--- src/rtl/nibble_serial_adder_if.sv ---
// Client-side handshake bundle for nibble_serial_adder: operand request and result channels.
// The ovf signal exists only when SERIAL_ADD_OVF_EN is defined.
interface nibble_serial_adder_if #(
  parameter int NIBBLES = 4
);
  localparam int W = 4 * NIBBLES;

  logic         in_valid;
  logic         in_ready;
  logic [W-1:0] a;
  logic [W-1:0] b;
  logic         cin;
  logic         out_valid;
  logic         out_ready;
  logic [W-1:0] sum;
  logic         cout;
`ifdef SERIAL_ADD_OVF_EN
  logic         ovf;

  modport master (
    output in_valid, a, b, cin, out_ready,
    input  in_ready, out_valid, sum, cout, ovf
  );

  modport slave (
    input  in_valid, a, b, cin, out_ready,
    output in_ready, out_valid, sum, cout, ovf
  );
`else
  modport master (
    output in_valid, a, b, cin, out_ready,
    input  in_ready, out_valid, sum, cout
  );

  modport slave (
    input  in_valid, a, b, cin, out_ready,
    output in_ready, out_valid, sum, cout
  );
`endif
endinterface

--- src/rtl/nibble_serial_adder.sv ---
// Wide adder that ripples one 4-bit nibble per clock through an fa4 full adder.
// Optional signed-overflow flag is built when SERIAL_ADD_OVF_EN is defined.
module fa4 (
  input  logic [3:0] a,
  input  logic [3:0] b,
  input  logic       cin,
  output logic [3:0] Sum,
  output logic       Cout
);
  assign {Cout, Sum} = {1'b0, a} + {1'b0, b} + {4'b0000, cin};
endmodule

module nibble_serial_adder #(
  parameter int NIBBLES = 4
) (
  input  logic                 clk,
  input  logic                 rst,
  nibble_serial_adder_if.slave bus
);
  localparam int W     = 4 * NIBBLES;
  localparam int IDX_W = $clog2(NIBBLES);
  localparam logic [IDX_W-1:0] LAST = IDX_W'(NIBBLES - 1);

  typedef enum logic [1:0] {
    IDLE = 2'd0,
    RUN  = 2'd1,
    DONE = 2'd2
  } state_t;

  state_t           state_q;
  logic             in_ready_q;
  logic             out_valid_q;
  logic [W-1:0]     a_q;
  logic [W-1:0]     b_q;
  logic [W-1:0]     sum_q;
  logic             carry_q;
  logic             cout_q;
  logic [IDX_W-1:0] idx_q;
  logic [IDX_W-1:0] idx_d;
  logic [3:0]       fa_a;
  logic [3:0]       fa_b;
  logic [3:0]       fa_sum;
  logic             fa_cout;
`ifdef SERIAL_ADD_OVF_EN
  logic             ovf_q;
`endif

  assign fa_a  = a_q[4*idx_q +: 4];
  assign fa_b  = b_q[4*idx_q +: 4];
  assign idx_d = idx_q + 1'b1;

  fa4 u_fa4 (
    .a    (fa_a),
    .b    (fa_b),
    .cin  (carry_q),
    .Sum  (fa_sum),
    .Cout (fa_cout)
  );

  // Handshake flags are registered copies of the state decode, updated with it.
  always_ff @(posedge clk) begin
    if (rst) begin
      state_q     <= IDLE;
      in_ready_q  <= 1'b1;
      out_valid_q <= 1'b0;
      sum_q       <= '0;
      cout_q      <= 1'b0;
      carry_q     <= 1'b0;
      idx_q       <= '0;
`ifdef SERIAL_ADD_OVF_EN
      ovf_q       <= 1'b0;
`endif
    end else begin
      case (state_q)
        IDLE: begin
          if (bus.in_valid) begin
            a_q        <= bus.a;
            b_q        <= bus.b;
            carry_q    <= bus.cin;
            idx_q      <= '0;
            state_q    <= RUN;
            in_ready_q <= 1'b0;
          end
        end
        RUN: begin
          sum_q[4*idx_q +: 4] <= fa_sum;
          carry_q             <= fa_cout;
          idx_q               <= idx_d;
          if (idx_q == LAST) begin
            cout_q      <= fa_cout;
            state_q     <= DONE;
            out_valid_q <= 1'b1;
`ifdef SERIAL_ADD_OVF_EN
            // fa_sum[3] is the result sign bit on the top nibble.
            ovf_q <= (a_q[W-1] == b_q[W-1]) && (fa_sum[3] != a_q[W-1]);
`endif
          end
        end
        DONE: begin
          if (bus.out_ready) begin
            state_q     <= IDLE;
            out_valid_q <= 1'b0;
            in_ready_q  <= 1'b1;
          end
        end
        default: begin
          state_q     <= IDLE;
          in_ready_q  <= 1'b1;
          out_valid_q <= 1'b0;
        end
      endcase
    end
  end

  assign bus.in_ready  = in_ready_q;
  assign bus.out_valid = out_valid_q;
  assign bus.sum       = sum_q;
  assign bus.cout      = cout_q;
`ifdef SERIAL_ADD_OVF_EN
  assign bus.ovf       = ovf_q;
`endif
endmodule
--- src/flat_wrapper.sv ---
// flat-port wrapper written by rule: the top's interface ports become plain ports
module nibble_serial_adder_flat 
#(
  parameter int NIBBLES = 4
)
  (clk, rst, bus_in_valid, bus_a, bus_b, bus_cin, bus_out_ready, bus_in_ready, bus_out_valid, bus_sum, bus_cout);
  nibble_serial_adder_if #(.NIBBLES(NIBBLES)) bus_i ();
  input  logic clk;
  input  logic rst;
  input wire logic [$bits(bus_i.in_valid)-1:0] bus_in_valid;
  input wire logic [$bits(bus_i.a)-1:0] bus_a;
  input wire logic [$bits(bus_i.b)-1:0] bus_b;
  input wire logic [$bits(bus_i.cin)-1:0] bus_cin;
  input wire logic [$bits(bus_i.out_ready)-1:0] bus_out_ready;
  output wire logic [$bits(bus_i.in_ready)-1:0] bus_in_ready;
  output wire logic [$bits(bus_i.out_valid)-1:0] bus_out_valid;
  output wire logic [$bits(bus_i.sum)-1:0] bus_sum;
  output wire logic [$bits(bus_i.cout)-1:0] bus_cout;
  assign bus_i.in_valid = bus_in_valid;
  assign bus_i.a = bus_a;
  assign bus_i.b = bus_b;
  assign bus_i.cin = bus_cin;
  assign bus_i.out_ready = bus_out_ready;
  assign bus_in_ready = bus_i.in_ready;
  assign bus_out_valid = bus_i.out_valid;
  assign bus_sum = bus_i.sum;
  assign bus_cout = bus_i.cout;
  nibble_serial_adder #(.NIBBLES(NIBBLES)) u_core (.clk(clk), .rst(rst), .bus(bus_i));
endmodule
--- config.mk ---
export PLATFORM = sky130hd
export DESIGN_NAME = nibble_serial_adder_flat
export DESIGN_NICKNAME = d
export VERILOG_FILES = /design/src/rtl/nibble_serial_adder_if.sv /design/src/rtl/nibble_serial_adder.sv /design/src/flat_wrapper.sv
export SDC_FILE = /design/constraint.sdc
export NUM_CORES = 1
export LEC_CHECK = 0
export ABC_AREA = 0
export BUFFER_PORTS_ARGS = -buffer_cell sky130_fd_sc_hd__buf_2
export CAP_MARGIN = 30
export CORE_MARGIN = 2
export CORE_UTILIZATION = 52
export CTS_CLUSTER_DIAMETER = 80
export DETAILED_ROUTE_END_ITERATION = 8
export PLACE_DENSITY = 0.84
export SKIP_LAST_GASP = 1
export SLEW_MARGIN = 40
export SYNTH_ARGS = -nofsm -noshare
export SYNTH_HDL_FRONTEND = slang
export SYNTH_SLANG_ARGS = --single-unit
--- constraint.sdc ---
create_clock -name clk -period 4.2 [get_ports clk]
set_input_delay 0.21 -clock clk [delete_from_list [all_inputs] [get_ports clk]]
set_output_delay 0.21 -clock clk [all_outputs]
set_load 0.03 [all_outputs]
Word level (Yosys, flattened, before mapping)

Index checks and enable logic that the tools add are counted.

Register bits after elaboration: 56
Input bits: 37
Output and inout port bits: 19
Logic and storage cells: 49

$add $sub $neg: 4
Eq/ne operators: 6
Shift-type cells: 4
Multiplexer cells: 15
Bitwise gates (word level): 3
Reduce and logical (&&, ||, !) cells: 8

Operators by type and width:

| operator                  | count |
|---|---|
| $neg A4 Y34               | 1 |
| $shift A4 B34 Y16 const A | 1 |
| $shiftx A4 B34 Y16        | 1 |
| $shiftx A16 B5 Y4         | 2 |
| $bwmux W16                | 1 |
| $reduce_and A3 Y1         | 4 |
| $mux W2                   | 4 |
| $pmux W1 S3               | 2 |
| $pmux W2 S3               | 1 |
| $add A4 B4 Y5             | 1 |
| $add A5 B1 Y5             | 1 |
| $mux W1                   | 5 |
| $eq A2 B2 Y1 const B      | 2 |
| $ne A2 B2 Y1 const B      | 2 |
| $pmux W2 S2               | 1 |
| $reduce_and A2 Y1         | 2 |
| $not A1 Y1                | 3 |
| $add A2 B1 Y2 const B     | 1 |
| $eq A2 B1 Y1 const B      | 1 |
| $logic_not A2 Y1          | 1 |
| $ne A2 B1 Y1 const B      | 1 |
| $pmux W1 S2               | 1 |
| $reduce_bool A2 Y1        | 1 |

Longest topological paths before layout

Gate-level depths: netlist (run 1).

Depth after elaboration: 5
Depth in mapped cells: 7
Mapped depth without buffers: 6

By module

Synthesis (run 1) repeated with hierarchy kept, for this count alone.

Cell total of the unflattened synthesis: 167
Area, all modules: 2392.3 um^2

Modules (own cells, without submodules):

| module              | times used | cells an instance | area an instance (um^2) | sequential area each (um^2) |
|---|---|---|---|---|
| nibble_serial_adder | 1          | 151               | 2248.4                  | 1441.4 |
| fa4                 | 1          | 16                | 143.9                   | 0.0 |

Worst setup path before layout (run 1)

Ideal clock, no wire load.

Path type: register to register
Start: reg u_core.state_q[1]
End: reg u_core.a_q[0] (enable)
Library setup time: 0.461 ns
Arrival: 2.713 ns
Required time: 3.739 ns
Path slack: 1.026 ns
Cell stages (with the launch flop): 3
Path buffers: 0
Period minus slack after synthesis: 3.174 ns
Path through: dfxtp_1 nand2b_1 nor3_1

Cells in the longest elaborated chain, start to end: 2

Ends and longest elaborated chain:

| item                        | line                      | text |
|---|---|---|
| start: declaration          | nibble_serial_adder.sv:30 | `state_t state_q;` |
| start signal: assignment    | nibble_serial_adder.sv:63 | `state_q <= IDLE;` |
| start signal: assignment    | nibble_serial_adder.sv:81 | `state_q <= RUN;` |
| start signal: assignment    | nibble_serial_adder.sv:91 | `state_q <= DONE;` |
| $logic_not A2 Y1            | nibble_serial_adder.sv:74 | `case (state_q)` |
| $reduce_and A3 Y1 (no line) | -                         |  |
| end signal: assignment      | nibble_serial_adder.sv:77 | `a_q <= bus.a;` |
| end: declaration            | nibble_serial_adder.sv:33 | `logic [W-1:0] a_q;` |

Every way passes these cells.
A chain may end at the register's enable or synchronous reset.

Final worst setup path (run 1)

Start: reg u_core.idx_q[1]
End: reg u_core.sum_q[2] (netlist: u_core.bus.sum[2])

Cells in the longest elaborated chain, start to end: 5
Elaborated cells on any way between the ends: 8
Classes of those cells: add/sub (3); shift (4); mux (1)

Ends and longest elaborated chain:

| item                                        | line                                                 | text |
|---|---|---|
| start: declaration                          | nibble_serial_adder.sv:38                            | `logic [IDX_W-1:0] idx_q;` |
| start signal: assignment                    | nibble_serial_adder.sv:88                            | `idx_q <= idx_d;` |
| $shiftx A16 B5 Y4, on equally long branches | nibble_serial_adder.sv:48, nibble_serial_adder.sv:49 |  |
| $add A4 B4 Y5                               | nibble_serial_adder.sv:10                            | `assign {Cout, Sum} = {1'b0, a} + {1'b0, b} + {4'b0000, cin};` |
| $add A5 B1 Y5                               | nibble_serial_adder.sv:10                            |  |
| $shiftx A4 B34 Y16                          | nibble_serial_adder.sv:86                            | `sum_q[4*idx_q +: 4] <= fa_sum;` |
| $bwmux W16 (*)                              | nibble_serial_adder.sv:86                            |  |
| end signal: indexed assignment              | nibble_serial_adder.sv:86                            |  |
| end: declaration                            | nibble_serial_adder.sv:35                            | `logic [W-1:0] sum_q;` |

Mark *: on every way between the ends. The rest lies on a longest branch, timed or not.

==> results of run 1 <==
==> placed cells by master (no fill, tap or decap) <==
cell type   instances
o22a_1              1
nor4_4              1
inv_1               3
buf_4               2
a32oi_1             4
and3b_1             1
mux4_2              8
nor3_2              1
clkbuf_1            1
ha_1                9
buf_2              55
nand3_1             1
edfxtp_1           32
and4bb_1            1
fa_1                2
nand2b_4            1
nor4_2              1
and2b_1             1
nor2_1             18
nand2b_1            3
and3_1              1
a311oi_1            1
a22oi_1            13
o21bai_1            1
o21ai_0             3
a211oi_1            1
a21o_1              2
clkinvlp_2          1
nand2_1            11
xor2_1              1
a21oi_1             7
bufinv_16           1
or2_2               1
a211o_1             1
dfxtp_1            24
clkbuf_8            5
==> metrics by stage <==
step	std cells	power (uW)	hold slack, ns	worst slack [ns]
3_5_place_dp	264	754	0.388	1.61
5_1_grt	272	1120	0.0703	1.41
6_report	272	1070	0.0817	1.60
2_1_floorplan	162	711	0.309	1.03
4_1_cts	272	1080	0.0743	1.58
3_3_place_gp	264	750	0.386	1.67
==> power groups by stage <==
stage                     clock, uW  sequential [uW]  combinational, uW
after floorplan                   0              628               83.4
after global placement            0              623                127
after detailed placement          0              624                130
after CTS                       342              611                131
after global routing            364              613                145
final                           333              611                130
==> layout make-up <==
cell class              count  share of cell area (%)
repair buffers             57                    10.6
inverters                   3                   0.413
well taps                  52                    2.39
clock inverters             2                    1.28
clock buffers               6                    2.66
flip-flops and latches     56                    52.8
multi-input cells          96                    29.8
==> metal layers <==
layer,GRT usage [%],wire (um),part of all wire [%]
met2,29.2,2040,51
met3,3.75,267,6.7
met5,0,0,0
met4,3.63,19,0.47
met1,23.1,1680,42
==> worst max-delay path, stage by stage, from the launching register on <==
cell and delay, ns:
dfxtp_1 0.65, mux4_2 0.41, fa_1 0.45, fa_1 0.41, xor2_1 0.36, a22oi_1 0.15, nor2_1 0.11
==> synth_stat cells (all sizes together), types with 3 or more instances <==
cell type  instances  share of area, %
nand2             11               1.8
a21oi              7               1.5
a22oi             13               4.2
nand2b             4               1.4
nor2              18               2.9
a32oi              4               1.5
o21ai              3              0.65
edfxtp            32                42
mux4               8               7.8
clkbuf             3              0.49
dfxtp             24                21
buf                4               1.1
ha                 9               4.9
inv                3              0.49
==> worst paths after layout <==
kind	start	to	slack [ns]	cells past startpoint
min	bus_b[2]	u_core.b_q[2]$_DFFE_PP_	0.08	1
max reg2reg	u_core.idx_q[1]$_SDFFE_PP0P_	u_core.bus.sum[2]$_SDFFE_PP0P_	1.60	6
min reg2reg	u_core.bus.out_valid$_SDFFE_PP0P_	u_core.bus.out_valid$_SDFFE_PP0P_	0.46	2
max	u_core.idx_q[1]$_SDFFE_PP0P_	u_core.bus.sum[2]$_SDFFE_PP0P_	1.60	6
==> state kept, by name (all words and copies together), names as in the netlist <==
signal,cells
u_core.a_q,16
u_core.b_q,16
u_core.bus.sum,16
u_core.idx_q,2
u_core.state_q,2
u_core.bus.cout,1
u_core.bus.in_ready,1
u_core.bus.out_valid,1
u_core.carry_q,1
==> cell families (layout without fill, tap and decap cells) <==
kind of cell / count (synthesis) / in the layout
xor+xnor: 1 / 1
flops: 56 / 56
buf+inv: 10 / 68
simple gates: 42 / 42
mux: 8 / 8
compound gates: 34 / 34
fa+ha+maj: 11 / 11
==> impl_metrics.yaml, run 1 <==
outcome:
  status: "completed"
detailed_routing:
  drc: 0
  ant_nets: 0
  routed_via_density: 5.44
  vias: 1481
  first_iter_violations: 101
  wl_per_cell_um: 14.7
  routed_wl_mm: 4.01
  first_pass_iters: 4
die:
  die_area_um2: 4970
  io_pins: 56
  die_y_um: 70.5
  initial_utilization_pct: 53.5
  core_area_um2: 4290
  dieWidth_um: 70.5
  rows: 24
setup_path:
  crit_arrival_ns: 2.83
  start_kind: "flop"
  critPathRequiredTime_ns: 4.44
  path_class: "flop to flop"
  critical_path.max_fanout: 13
  end_kind: "flop"
clocking:
  cts_root_buffer: "clkbuf_8"
  cts-resized-gates: 0
  cts_sinks: 56
  hold_buffers: 0
  postCtsSetupRepairBufs: 0
  clkTransAtPathRegs_ns: 0.09
  cts_max_level: 2
  clock_path_buffers: 2
  cts_made_buffers: 5
  tritoncts: "done"
  clock_latency_ns: 0.30
logic_synthesis:
  avgSynthCellArea_um2: 14.2
  synth_edf_count: 32
  ys_types: 33
  syn-num-nets: 210
  synth_top_family_by_area: "compound AO/OA/AOI/OAI gates"
  synthMuxAreaShare_pct: 7.84
  yosys.area_share.xor_xnor_pct: 0.381
  ys_warn_count: 0
  synth_seq_cells: 56
  netlist_area_um2: 2300
  yosys.area_share.simple_pct: 9.86
  async_flop_share_pct: 0
  ys_seq_area_share_pct: 62.7
  synth_fa_ha_area_share_pct: 6.64
  synth_compound_area_share_pct: 10.4
  syn_inst: 162
  synthFlopType: "edfxtp_1"
grt:
  antenna_found_initial: 0
  grt_pass1_wl_mm: 6.84
  grt.total_usage_pct: 17.3
  grt-ovfl-total: 0
  grt_pass1_vias: 1496
  grt_max_degree: 33
placement:
  io_buffers: 55
  place_area_um2: 2620
  gp_congestion: 0.844
  hpwl_mm: 2.96
sta:
  tns_ns: 0
  slew_headroom_pct: 66.2
  skew_ns: 0.00785
  slew_violations: 0
  fmax_ghz: 0.385
  finalSetupViolCount: 0
  post-route-period-util_pct: 61.9
  grt_setup_unrepaired: "false"
  period_needed_ns: 2.60
  worst_pin_slew_ns: 0.506
  hold_viol_final: 0
flow_run:
  drv_cap: 0
pwr:
  leakage_uw: 0.00108
  power_density_nw_per_um2: 394
  netSwitchingFraction_pct: 22.5
  ir_drop_mv: 0.246
  p_sw_uw: 242
  p_clk_share_pct: 31.0
  intPower_uw: 832
  power_frac_comb_pct: 12.1
  power_frac_seq_pct: 56.8
cells_and_area:
  multi_input_area_um2: 812
  final_area_um2: 2730
  area_delta_synth_final_pct: 18.7
  diodes: 0
  num-nets-final: 267
  seq_area_um2: 1440
  drive_gt1_share_pct: 35.0
  post-route-util_pct: 63.5
  fill_cells: 329
min_path:
  hp-class: "primary input to flop"
(Power assumes the default switching activity.)
==> run 2, diff against run 1 <==
==> constraint.sdc (replaced) <==
create_clock -name clk -period 2.71 [get_ports clk]
set_input_delay 0.1355 -clock clk [delete_from_list [all_inputs] [get_ports clk]]
set_output_delay 0.1355 -clock clk [all_outputs]
set_load 0.03 [all_outputs]
==> impl_metrics.yaml, run 2 (synthesis gave the netlist of run 1 again) <==
cells_and_area:
  drive_gt1_share_pct: 32.3
  final_cell_mix: "buf_2, edfxtp_1, dlygate4sd3_1"
  fill_cells: 298
  final_common_cell: "buf_2"
  post-route-util_pct: 70.3
  num-nets-final: 295
  area_delta_synth_final_pct: 31.3
  diodes: 0
pwr:
  p_clk_share_pct: 30.4
  power_frac_comb_pct: 14.2
  power_frac_seq_pct: 55.4
  netSwitchingFraction_pct: 22.7
  ir_drop_mv: 0.440
  power_density_nw_per_um2: 566
  intPower_uw: 1320
  leakage_uw: 0.00120
  p_sw_uw: 388
grt:
  grt_pass1_vias: 1556
  grt-ovfl-total: 0
  grt_max_degree: 33
  grt_pass1_wl_mm: 7.16
  grt.total_usage_pct: 18.9
  antenna_found_initial: 0
sta:
  grt_setup_unrepaired: "false"
  slew_violations: 0
  finalSetupViolCount: 0
  slew_headroom_pct: 69.7
  period_needed_ns: 2.55
  tns_ns: 0
  hold_viol_final: 0
  post-route-period-util_pct: 94.0
  skew_ns: 0.00664
  fmax_ghz: 0.392
  worst_pin_slew_ns: 0.454
die:
  die_y_um: 70.5
  initial_utilization_pct: 53.5
  core_area_um2: 4290
  die_area_um2: 4970
  io_pins: 56
  rows: 24
  dieWidth_um: 70.5
setup_path:
  start_kind: "flop"
  end_kind: "flop"
  crit_arrival_ns: 2.73
  critical_path.max_fanout: 4
  path_class: "flop to flop"
  critPathRequiredTime_ns: 2.89
placement:
  hpwl_mm: 2.90
  gp_congestion: 0.815
  io_buffers: 55
clocking:
  postCtsSetupRepairBufs: 0
  clock_latency_ns: 0.30
  cts_sinks: 56
  clock_path_buffers: 2
  clkTransAtPathRegs_ns: 0.09
  tritoncts: "done"
  cts_root_buffer: "clkbuf_8"
  cts_max_level: 2
  cts_made_buffers: 5
detailed_routing:
  first_pass_iters: 4
  drc: 0
  routed_via_density: 5.23
  first_iter_violations: 75
  wl_per_cell_um: 14.8
  vias: 1569
  routed_wl_mm: 4.44
  ant_nets: 0
flow_run:
  drv_cap: 0
min_path:
  hp-class: "primary input to flop"
outcome:
  status: "completed"
-- run 2: path summary, 6_finish.rpt --
| kind | startpoint | end | slack [ns] | depth (start not counted) |
|---|---|---|---|---|
| worst max-delay path | u_core.idx_q[0]$_SDFFE_PP0P_ | u_core.bus.cout$_SDFFE_PP0P_ | 0.16 | 6 |
| worst min-delay path | bus_a[11] | u_core.a_q[11]$_DFFE_PP_ | 0.01 | 1 |
| worst min register to register | u_core.bus.out_valid$_SDFFE_PP0P_ | u_core.bus.out_valid$_SDFFE_PP0P_ | 0.47 | 2 |
| worst max register to register | u_core.idx_q[0]$_SDFFE_PP0P_ | u_core.bus.cout$_SDFFE_PP0P_ | 0.16 | 6 |
-- run 2: what timing repair did --
action | CTS | global route
endpoints found under the hold margin | 21 | 5
gates resized for setup | 0 | 1
endpoints found under the setup margin | 0 | 1
hold buffers | 21 | 5
-- run 2: critical path, stage by stage, from the launching register on --
cell      delay, ns
dfxtp_1        0.44
mux4_2         0.55
fa_1           0.45
fa_1           0.45
a21o_1         0.18
a21oi_1        0.24
a311oi_1       0.13
-- run 2: final cells by class --
cell class	count	area, um2	share of cell area [%]
sequential	56	1440	47.8
inverter	3	11.3	0.373
tap	52	65.1	2.16
clock inverter	2	35.0	1.16
clock buffer	6	72.6	2.41
timing repair buffer	85	566	18.7
multi-input combinational	96	826	27.4
-- run 2: through the flow --
step | setup WS, ns | std cells | hold WS [ns] | area, um2 | power [uW]
finish | 0.162 | 300 | 0.0101 | 3020 | 1710
floorplan | 0.107 | 162 | 0.234 | 2300 | 1100
CTS | 0.125 | 295 | 0.000825 | 2960 | 1710
global placement | 0.266 | 266 | 0.312 | 2640 | 1170
detailed placement | 0.164 | 266 | 0.314 | 2640 | 1170
global route | 0.0220 | 300 | -0.00349 | 3020 | 1770
-- run 2: per-layer routing --
layer | share of wire (%) | global-route usage (%)
met5 | 0 | 0
met4 | 0.97 | 4.49
met3 | 5.8 | 4.76
met2 | 51 | 32.9
met1 | 42 | 23.7
-- run 2: power groups by stage --
stage          registers (uW)  logic, uW  clock network [uW]
2_1_floorplan             972        130                   0
5_1_grt                   950        265                 560
6_report                  945        242                 520
3_5_place_dp              966        207                   0
4_1_cts                   946        232                 531
3_3_place_gp              964        202                   0
